$ cat src/rtl/bist_pattern_engine.sv
// bist_pattern_engine
// Datapath half of the BIST controller. Each rising edge of BIST_clk it
// decodes the FSM state code (BIST_CODE) and performs that state's action:
// LFSR pattern generation, pattern counting, periodic CUT logic reset,
// capture-clock pulse, response compare, MISR compaction and first-error
// logging. The decision flags it returns are sampled by the FSM.
//
// Ports
//   BIST_clk, res        clock, async active-high reset
//   BIST_CODE[4:0]       current FSM state code
//   seed[7:0]            LFSR seed (0 maps to 0x01)
//   cut_resp, golden     CUT response and its expected value
//   cut_stim[7:0]        stimulus to the CUT
//   cut_clk_en, cut_rst  one-cycle pulses to the CUT
//   Counter_in[7:0]      pattern index (saturating)
//   end_flag, log_res_flag, log_clk_en, error_flag   flags to the FSM
//   signature[7:0]       MISR contents
//   err_valid, err_addr  first-error record
//   done, pass           run status
module bist_pattern_engine #(
    parameter int N_PAT    = 64,
    parameter int RST_LOG2 = 4
) (
    input  logic       BIST_clk,
    input  logic       res,
    input  logic [4:0] BIST_CODE,
    input  logic [7:0] seed,
    input  logic [7:0] cut_resp,
    input  logic [7:0] golden,
    output logic [7:0] cut_stim,
    output logic       cut_clk_en,
    output logic       cut_rst,
    output logic [7:0] Counter_in,
    output logic       end_flag,
    output logic       log_res_flag,
    output logic       log_clk_en,
    output logic       error_flag,
    output logic [7:0] signature,
    output logic       err_valid,
    output logic [7:0] err_addr,
    output logic       done,
    output logic       pass
);

    localparam logic [4:0] C_START   = 5'd4;
    localparam logic [4:0] C_APPLY   = 5'd5;
    localparam logic [4:0] C_SETTLE  = 5'd6;
    localparam logic [4:0] C_LRST    = 5'd8;
    localparam logic [4:0] C_ADVANCE = 5'd9;
    localparam logic [4:0] C_CAPTURE = 5'd10;
    localparam logic [4:0] C_COMPARE = 5'd11;
    localparam logic [4:0] C_LOG     = 5'd13;
    localparam logic [4:0] C_DONE_A  = 5'd14;
    localparam logic [4:0] C_DONE_B  = 5'd15;
    localparam logic [4:0] C_DONE_C  = 5'd16;

    // Low RST_LOG2 bits of the index; a mask avoids a zero-width slice
    // when logic reset is disabled.
    localparam logic [7:0] RST_MASK = 8'((1 << RST_LOG2) - 1);
    localparam logic [7:0] N_PAT_B  = 8'(N_PAT);
    localparam logic       RST_EN   = (RST_LOG2 != 0);

    logic [7:0] lfsr_q, lfsr_d;
    logic [7:0] cut_stim_q, cut_stim_d;
    logic [7:0] pat_cnt_q, pat_cnt_d;
    logic [7:0] sig_q, sig_d;
    logic [7:0] err_addr_q, err_addr_d;
    logic       err_valid_q, err_valid_d;
    logic       done_q, done_d;
    logic       pass_q, pass_d;
    logic       end_q, end_d;
    logic       log_res_q, log_res_d;
    logic       log_clk_q, log_clk_d;
    logic       error_q, error_d;
    logic       cut_rst_q, cut_rst_d;
    logic       cut_clk_en_q, cut_clk_en_d;

    logic [7:0] lfsr_step;
    logic [7:0] misr_step;

    assign lfsr_step = {lfsr_q[6:0], lfsr_q[7] ^ lfsr_q[5] ^ lfsr_q[4] ^ lfsr_q[3]};
    assign misr_step = {sig_q[6:0], sig_q[7] ^ sig_q[5] ^ sig_q[4] ^ sig_q[3]} ^ cut_resp;

    always_comb begin
        lfsr_d       = lfsr_q;
        cut_stim_d   = cut_stim_q;
        pat_cnt_d    = pat_cnt_q;
        sig_d        = sig_q;
        err_addr_d   = err_addr_q;
        err_valid_d  = err_valid_q;
        done_d       = done_q;
        end_d        = end_q;
        log_res_d    = log_res_q;
        log_clk_d    = log_clk_q;
        error_d      = error_q;
        // Pulses drop on the edge after the code that raised them.
        cut_rst_d    = 1'b0;
        cut_clk_en_d = 1'b0;

        case (BIST_CODE)
            C_START: begin
                lfsr_d      = (seed == 8'h00) ? 8'h01 : seed;
                pat_cnt_d   = 8'h00;
                sig_d       = 8'h00;
                err_valid_d = 1'b0;
                err_addr_d  = 8'h00;
                done_d      = 1'b0;
                end_d       = 1'b0;
                log_res_d   = 1'b0;
                log_clk_d   = 1'b0;
                error_d     = 1'b0;
            end
            C_APPLY: cut_stim_d = lfsr_q;
            C_SETTLE: begin
                end_d     = (pat_cnt_q >= N_PAT_B);
                // Index 0 never resets; the final (end) index never resets.
                log_res_d = RST_EN && (pat_cnt_q != 8'h00) &&
                            ((pat_cnt_q & RST_MASK) == 8'h00) && !end_d;
                log_clk_d = !end_d;
            end
            C_LRST: cut_rst_d = 1'b1;
            C_ADVANCE: begin
                if (pat_cnt_q != 8'hFF) pat_cnt_d = pat_cnt_q + 8'd1;
                lfsr_d    = lfsr_step;
                error_d   = 1'b0;
                end_d     = 1'b0;
                log_res_d = 1'b0;
                log_clk_d = 1'b0;
            end
            C_CAPTURE: cut_clk_en_d = 1'b1;
            C_COMPARE: begin
                error_d = (cut_resp != golden);
                sig_d   = misr_step;
            end
            C_LOG: begin
                if (!err_valid_q) begin
                    err_valid_d = 1'b1;
                    err_addr_d  = pat_cnt_q;
                end
            end
            C_DONE_A, C_DONE_B, C_DONE_C: done_d = 1'b1;
            default: ;
        endcase

        // Registered from next-state values so pass tracks done/err_valid
        // in the same cycle.
        pass_d = done_d & ~err_valid_d;
    end

    always_ff @(posedge BIST_clk or posedge res) begin
        if (res) begin
            lfsr_q       <= 8'h01;
            cut_stim_q   <= 8'h00;
            pat_cnt_q    <= 8'h00;
            sig_q        <= 8'h00;
            err_addr_q   <= 8'h00;
            err_valid_q  <= 1'b0;
            done_q       <= 1'b0;
            pass_q       <= 1'b0;
            end_q        <= 1'b0;
            log_res_q    <= 1'b0;
            log_clk_q    <= 1'b0;
            error_q      <= 1'b0;
            cut_rst_q    <= 1'b0;
            cut_clk_en_q <= 1'b0;
        end else begin
            lfsr_q       <= lfsr_d;
            cut_stim_q   <= cut_stim_d;
            pat_cnt_q    <= pat_cnt_d;
            sig_q        <= sig_d;
            err_addr_q   <= err_addr_d;
            err_valid_q  <= err_valid_d;
            done_q       <= done_d;
            pass_q       <= pass_d;
            end_q        <= end_d;
            log_res_q    <= log_res_d;
            log_clk_q    <= log_clk_d;
            error_q      <= error_d;
            cut_rst_q    <= cut_rst_d;
            cut_clk_en_q <= cut_clk_en_d;
        end
    end

    assign cut_stim     = cut_stim_q;
    assign cut_clk_en   = cut_clk_en_q;
    assign cut_rst      = cut_rst_q;
    assign Counter_in   = pat_cnt_q;
    assign end_flag     = end_q;
    assign log_res_flag = log_res_q;
    assign log_clk_en   = log_clk_q;
    assign error_flag   = error_q;
    assign signature    = sig_q;
    assign err_valid    = err_valid_q;
    assign err_addr     = err_addr_q;
    assign done         = done_q;
    assign pass         = pass_q;

endmodule

$ cat config.mk
export PLATFORM = sky130hd
export DESIGN_NAME = bist_pattern_engine
export DESIGN_NICKNAME = d
export VERILOG_FILES = /design/src/rtl/bist_pattern_engine.sv
export SDC_FILE = /design/constraint.sdc
export NUM_CORES = 1
export LEC_CHECK = 0
export CORE_ASPECT_RATIO = 1.75
export CORE_MARGIN = 2
export CORE_UTILIZATION = 47
export CTS_CLUSTER_DIAMETER = 30
export DETAILED_ROUTE_END_ITERATION = 16
export PLACE_DENSITY = 0.91
export SYNTH_ARGS = -nofsm -noshare
export SYNTH_HDL_FRONTEND = slang
export SYNTH_SLANG_ARGS = --single-unit
$ cat constraint.sdc
create_clock -name BIST_clk -period 1.7 [get_ports BIST_clk]
set_input_delay 0.17 -clock BIST_clk [delete_from_list [all_inputs] [get_ports BIST_clk]]
set_output_delay 0.17 -clock BIST_clk [all_outputs]
set_load 0.03 [all_outputs]
**Word-level counts from Yosys, hierarchy flattened**

Index checks and enable logic that the tools add are counted.

- Input bits: 31
- Logic and storage cells: 70
- Output and inout port bits: 41
- Flip-flop bits (word level): 49

- $add $sub $neg: 1
- Reductions and logical operators: 15
- Magnitude comparators: 1
- Multiplexer cells: 15
- Eq/ne operators: 15
- Bitwise logic cells: 9

Operators by type and width:

| kind | count |
|---|---|
| one-hot mux 8 bit (2 select lines) | 4 |
| == test 5 x 4 -> 1 bit (second input constant) | 7 |
| 2-to-1 mux 8 bit | 3 |
| zero test 8 bit | 2 |
| == test 5 x 3 -> 1 bit (second input constant) | 3 |
| one-hot mux 1 bit (2 select lines) | 6 |
| nonzero test 2 bit | 5 |
| adder 8 x 1 -> 8 bit (second input constant) | 1 |
| greater-or-equal comparator 8 x 7 -> 1 bit (second input constant) | 1 |
| inequality test 8 bit | 1 |
| inequality test 8 bit (second input constant) | 1 |
| nonzero test 8 bit | 1 |
| bitwise XOR 8 bit | 1 |
| bitwise XOR 1 bit | 6 |
| == test 5 bit (second input constant) | 1 |
| inequality test 2 bit (second input constant) | 2 |
| AND reduction 2 bit | 2 |
| OR reduction 3 bit | 1 |
| logical AND 1 bit | 2 |
| 2-to-1 mux 1 bit | 2 |
| OR reduction 2 bit | 1 |
| bitwise AND 1 bit | 1 |
| zero test 1 bit | 1 |
| NOT 1 bit | 1 |

**Logic depth before layout (Yosys ltp)**

Gate-level depths: netlist of run 1.

- Depth in word-level cells: 5
- Depth in mapped cells: 7
- Mapped depth without buffers: 5

**Least setup slack after synthesis of run 1**

Ideal clock, no wire load.

- Kind: flip-flop to flip-flop
- Start: reg pat_cnt_q[0] (netlist: Counter_in[0])
- End: reg pat_cnt_q[5] (netlist: Counter_in[5])
- Clock period less this slack: 1.781 ns
- Setup slack: -0.081 ns
- Data arrival time: 1.637 ns
- Stages on the path, launching flop included: 6
- Setup time: 0.144 ns
- Buffers on the path: 0
- Required time: 1.556 ns
- Path through: dfrtp_1 ha_1 nand3_1 o211ai_2 or3_1 mux2i_1

- Cells in the longest elaborated chain, start to end: 3

RTL lines:

| item | RTL line | source |
|---|---|---|
| from (decl) | 65 | `logic [7:0] pat_cnt_q, pat_cnt_d;` |
| from (signal assigned) | 169 | `pat_cnt_q <= pat_cnt_d;` |
| adder 8 x 1 -> 8 bit or inequality test 8 bit (tied branches) | 123 | `if (pat_cnt_q != 8'hFF) pat_cnt_d = pat_cnt_q + 8'd1;` |
| 2-to-1 mux 8 bit or inequality test 2 bit (tied branches) | -- |  |
| one-hot mux 8 bit (2 select lines) or AND reduction 2 bit (tied branches) | -- |  |

Parallel ways exist; a longest one is shown, timed or not. The select of a mux whose other input is x is not followed.
A chain may end at the register's enable or synchronous reset.

**Worst setup path in the final report of run 1**

- Start: reg pat_cnt_q[0] (netlist: Counter_in[0])
- End: out Counter_in[0]

RTL lines:

| item | RTL line | source |
|---|---|---|
| to (decl) | 33 | `output logic [7:0] Counter_in,` |

No word-level cell between the ends.

==> metrics.cfg, run 1 <==
[grt]
gr-usage-all-layers = 0.216
grt_pass1_vias = 2136
antenna_found_initial = 0
grt.overflow.total = 0
grt_max_degree = 20
grt_pass1_wl_um = 9720

[synth]
synthCells = 215
synth_compound_area_frac = 0.160
synth_cell_types = 44
syn_avg_cell_area_um2 = 11.0
synth_flop_cell = dfrtp_1
synth_xor_area_frac = 0.0815
seq_area_frac_synth = 0.519
synth_area_um2 = 2360
synth_seq_cells = 49
ys_warn_count = 0
synth_edf_count = 0
async_reset_ff_frac = 1.00
synth-simple-area-share = 0.154
synth.area.mux_share = 0.0423
synth_top_family_by_area = compound AO/OA/AOI/OAI gates
syn-num-nets = 248
synth_fa_ha_area_frac = 0.0106

[clocking]
cts_tree = done
clockRootBuffer = clkbuf_8
clkTransAtPathRegs_ns = 0.09
ctsLongestPathBuffers = 2
cts_buffers = 5
cts.sinks = 49
clkLatencyLatePin_ns = 0.30
htree_levels = 2

[floorplan]
core_area_um2 = 4890
row_count = 34
die_y_um = 97.8
chipWidth_um = 57.6
start_util = 0.483
dieArea_um2 = 5640
ios = 72

[setup_path]
critical_path_class = flop to output port
cpMaxStageDelayCell = clkdlybuf4s50_1
cp-start-kind = flop
worstPathCellList = buf_4, clkdlybuf4s50_1
critPathCaptureType = output port
cp_slowest_stage_delay_ns = 0.68
worst_ep_arrival_time_ns = 1.50
crit_required_ns = 1.53
crit_path_max_fanout = 7

[sta]
hold_viol = 0
final-setup-viol-count = 0
fin_crit_sh = 0.983
worstMarginPinSlew_ns = 0.563
slew_headroom = 0.623
rsz0062_at_grt = false
fin_tns_setup_ns = 0
skew_ns = 0.0101
slew_viol_final = 0
post-route-min-period_ns = 1.67
fmax_mhz = 599

[worst_hold_path]
holdCritPathClass = input port to asynchronous set/reset pin

[placement]
io_buffer_count = 71
dp_hpwl_um = 4480
place_inst = 356
routabilityCongestion = 0.887

[pwr]
leakage_nw = 1.54
power.density_nw_per_um2 = 1050
peakVddDrop_mv = 0.824

[cells_and_area]
areaGrowthSynthToFinish_pct = 43.3
final_layout_size_suffix_gt1_frac = 0.158
nets = 342
fin_cells = 364
final_cell_mix = 67 x clkdlybuf4s50_1, 46 x dfrtp_1, 24 x nand2_1, 20 x buf_4, 16 x a22o_1
antenna_cells = 0
final_common_cell = clkdlybuf4s50_1
nFillCells = 321

[routing]
drt_iter0_drc = 72
antenna_left = 0
routedWlPerCell_um = 15.9
route.detailed.drc = 0
routed_wl_um = 5800
num_vias = 2085
firstDrtPassIters = 5
vias_per_cell = 5.73

[flow_run]
max-cap-violations = 0

[status]
status = complete, no violations

-- sequential cells by signal (all words and copies together), names as in the netlist --
register,count
error_flag,1
log_res_flag,1
lfsr_q,8
end_flag,1
done,1
err_addr,8
signature,8
Counter_in,8
cut_rst,1
pass,1
err_valid,1
cut_clk_en,1
log_clk_en,1
cut_stim,8
-- worst max-delay path, delay by kind of cell (launching register included) --
| kind | cells | cell delay, ns |
|---|---|---|
| buffers and inverters | 2 | 0.83 |
| flip-flops | 1 | 0.37 |
-- power breakdown --
part | internal [mW] | total, mW | switching (mW)
combinational | 0.627 | 1.30 | 0.673
clock | 0.292 | 0.670 | 0.378
sequential | 1.39 | 1.59 | 0.201
total | 2.31 | 3.56 | 1.25
-- synthesized netlist by cell type (2+ instances only) --
cell      instances  area share
nor2_2            2      0.0053
dfrtp_1          48        0.51
nor3_1            3      0.0063
a21oi_1           5       0.011
a22oi_1           7       0.022
xor2_1            7       0.026
o21ai_0          10       0.021
inv_1             8       0.013
nand4_1           4       0.011
nand3_1           7       0.015
a31oi_1           3      0.0079
or3_1             3      0.0079
or4_1             2      0.0063
o211ai_1          4       0.013
nand2b_1          2      0.0053
buf_6             3       0.014
a22o_1           16       0.059
nand2_1          24       0.038
nor2_1            8       0.013
mux2_2            8       0.038
clkbuf_1          2      0.0032
xnor2_1          15       0.056
ha_1              2       0.011
nor4_1            2      0.0053
-- timing repair --
| action | CTS | global route |
|---|---|---|
| setup endpoints to repair | 0 | 7 |
| resized for setup | 0 | 5 |
| hold buffers | 0 | 0 |
| setup buffers | 0 | 0 |
-- path summary, 6_finish.rpt --
kind	from	end	slack (ns)	cells after the start
max reg2reg	Counter_in[0]	Counter_in[5]	0.12	5
min in group BIST_clk	err_addr[4]	err_addr[4]	0.51	1
max in group asynchronous	res	Counter_in[7]	1.04	3
min reg2reg	err_addr[4]	err_addr[4]	0.51	1
max	Counter_in[0]	Counter_in[0]	0.03	2
min	res	signature[6]	0.18	2
-- area by class of cell --
cell class | instances | area [µm²] | area share
clock buffer | 7 | 76.3 | 0.0225
tap | 54 | 67.6 | 0.0199
clock inverter | 1 | 7.51 | 0.00221
inverter | 8 | 30.0 | 0.00886
timing repair buffer | 93 | 911 | 0.269
multi-input combinational | 152 | 1070 | 0.315
sequential | 49 | 1230 | 0.363
-- routing by layer --
layer | track usage | share of wire | vias up
met5 | 0 | 0 | -
met2 | 0.392 | 0.56 | 87
li1 | - | - | 968
met3 | 0.0411 | 0.057 | 13
met1 | 0.246 | 0.36 | 1017
met4 | 0.0751 | 0.022 | 0
-- cell families (layout without fill, tap and decap cells) --
logic type | Yosys count | count (layout)
flops | 49 | 49
fa+ha+maj | 2 | 2
xor+xnor | 22 | 22
compound gates | 52 | 52
buf+inv | 14 | 109
mux | 9 | 9
simple gates | 67 | 67
-- per-stage QoR --
stage / instance area, µm² / worst slack (ns) / utilization / power [mW] / hold slack, ns
finish: 3390 / 0.0294 / 0.693 / 3.56 / 0.176
global route: 3390 / 0.0100 / 0.693 / 3.73 / 0.228
CTS: 3370 / 0.00320 / 0.690 / 3.57 / 0.186
detailed placement: 3290 / -0.266 / 0.672 / 2.91 / 0.490
global placement: 3290 / -0.224 / 0.672 / 2.86 / 0.482
floorplan: 2370 / 0.00908 / - / 2.32 / 0.242
Note: power is estimated with default switching activity, not from simulation.
==> run 2, diff against run 1 <==
Settings changed: CORE_MARGIN 2 to 3, PLACE_DENSITY 0.91 to not set, PLACE_DENSITY_LB_ADDON set to 0.15.
==> run 2 against run 1 <==
Setup slack improved by 0.016 ns. Worst hold slack improved by 0.026 ns. Cell count rose by 0.55%. Sequential power barely moved. Die area rose by 5.6%. Sequential share of layout area fell by 0.45 points. Highest routed layer unchanged.
==> metrics.cfg, run 2 (synthesized netlist as in run 1, its figures left out) <==
[cells_and_area]
nFillCells = 382
nets = 346
areaGrowthSynthToFinish_pct = 45.1
final_cell_mix = 69 x clkdlybuf4s50_1, 46 x dfrtp_1, 24 x nand2_1, 23 x buf_4, 16 x a22o_1
final_layout_size_suffix_gt1_frac = 0.175
antenna_cells = 0
final_util = 0.717
final_common_cell = clkdlybuf4s50_1

[setup_path]
crit_required_ns = 1.53
crit_path_max_fanout = 7
critical_path_class = flop to output port
cp-start-kind = flop
worst_ep_arrival_time_ns = 1.48
critPathCaptureType = output port

[floorplan]
row_count = 33
start_util = 0.494
die_y_um = 99.8
ios = 72
core_area_um2 = 4790
chipWidth_um = 59.6
dieArea_um2 = 5950

[sta]
fmax_mhz = 604
slew_headroom = 0.662
whs_ns = 0.202
slew_viol_final = 0
rsz0062_at_grt = false
final-setup-viol-count = 0
worstMarginPinSlew_ns = 0.504
hold_viol = 0
post-route-min-period_ns = 1.65
fin_crit_sh = 0.973
skew_ns = 0.00995

[flow_run]
max-cap-violations = 0

[worst_hold_path]
holdCritPathClass = input port to asynchronous set/reset pin

[routing]
num_vias = 2060
firstDrtPassIters = 4
route.detailed.drc = 0
antenna_left = 0
vias_per_cell = 5.63
routed_wl_um = 5720
drt_iter0_drc = 37
routedWlPerCell_um = 15.6

[clocking]
cts_tree = done
cts_setup_buffers = 0
clkLatencyLatePin_ns = 0.30
cts_buffers = 5
clockRootBuffer = clkbuf_8
cts.sinks = 49
clkTransAtPathRegs_ns = 0.09
ctsLongestPathBuffers = 2
htree_levels = 2

[grt]
gr-usage-all-layers = 0.206
grt_pass1_vias = 2072
grt_pass1_wl_um = 9540
antenna_found_initial = 0
grt.overflow.total = 0
grt_max_degree = 31

[placement]
dp_hpwl_um = 4390
routabilityCongestion = 0.792
io_buffer_count = 71

[pwr]
peakVddDrop_mv = 0.740
power.density_nw_per_um2 = 1030
leakage_nw = 1.53
power_mw = 3.55

[status]
status = complete, no violations

## run 2: changes by cell type in the layout (fill, tap and decap cells not counted), sizes merged
cell and delta:
buf +4, clkdlybuf4s50 +2, dlymetal6s2s -2, clkbuf -1
clkinvlp +1
## run 2: worst max-delay path, stage by stage, from the launching register on
cell	delay (ns)
dfrtp_2	0.37
buf_4	0.14
clkdlybuf4s50_1	0.67
## run 2: worst paths after layout
check                      slack, ns           from  cells past startpoint       endpoint
setup / recovery                0.05  Counter_in[0]                      2  Counter_in[0]
max in group asynchronous       1.24            res                      3      lfsr_q[0]
min in group BIST_clk           0.51    err_addr[0]                      1    err_addr[0]
hold / removal                  0.20            res                      3       end_flag
hold reg to reg                 0.51    err_addr[0]                      1    err_addr[0]
setup reg to reg                0.14  Counter_in[0]                      5  Counter_in[5]
## run 2: cell type report
class / instances / area (µm²) / share of cell area
timing repair buffer: 97 / 948 / 0.276
sequential: 49 / 1230 / 0.358
clock buffer: 6 / 72.6 / 0.0211
inverter: 8 / 30.0 / 0.00875
tap: 52 / 65.1 / 0.0190
clock inverter: 2 / 15.0 / 0.00437
multi-input combinational: 152 / 1070 / 0.312
## run 2: layer usage
metal | share of wire | track usage
met5 | 0 | 0
met4 | 0.014 | 0.0666
met3 | 0.040 | 0.0347
met2 | 0.56 | 0.369
met1 | 0.39 | 0.241
## run 2: through the flow
stage                     cells  setup TNS [ns]  worst slack (ns)  area [µm²]
after detailed placement    358           -6.91            -0.261        3330
after global placement      358           -5.62            -0.204        3330
after global routing        366               0           0.00312        3430
after CTS                   366               0            0.0103        3420
after floorplan             215               0           0.00908        2370
final                       366               0            0.0457        3430
## run 2: what timing repair did
action	in CTS	in global routing
hold buffers	0	0
resized for setup	0	4
setup endpoints to repair	0	3
## run 2: power breakdown
group,switching [mW],leakage [nW],internal (mW)
Clock,0.379,0.0374,0.290
Sequential,0.183,0.639,1.39
Combinational,0.667,0.853,0.644
Total,1.23,1.53,2.32
==> run 3, diff against run 2 <==
Settings changed: CTS_CLUSTER_DIAMETER 30 to 60.
==> results of run 3 <==
No change in the layout: final DEF, timing and power equal those of run 2.
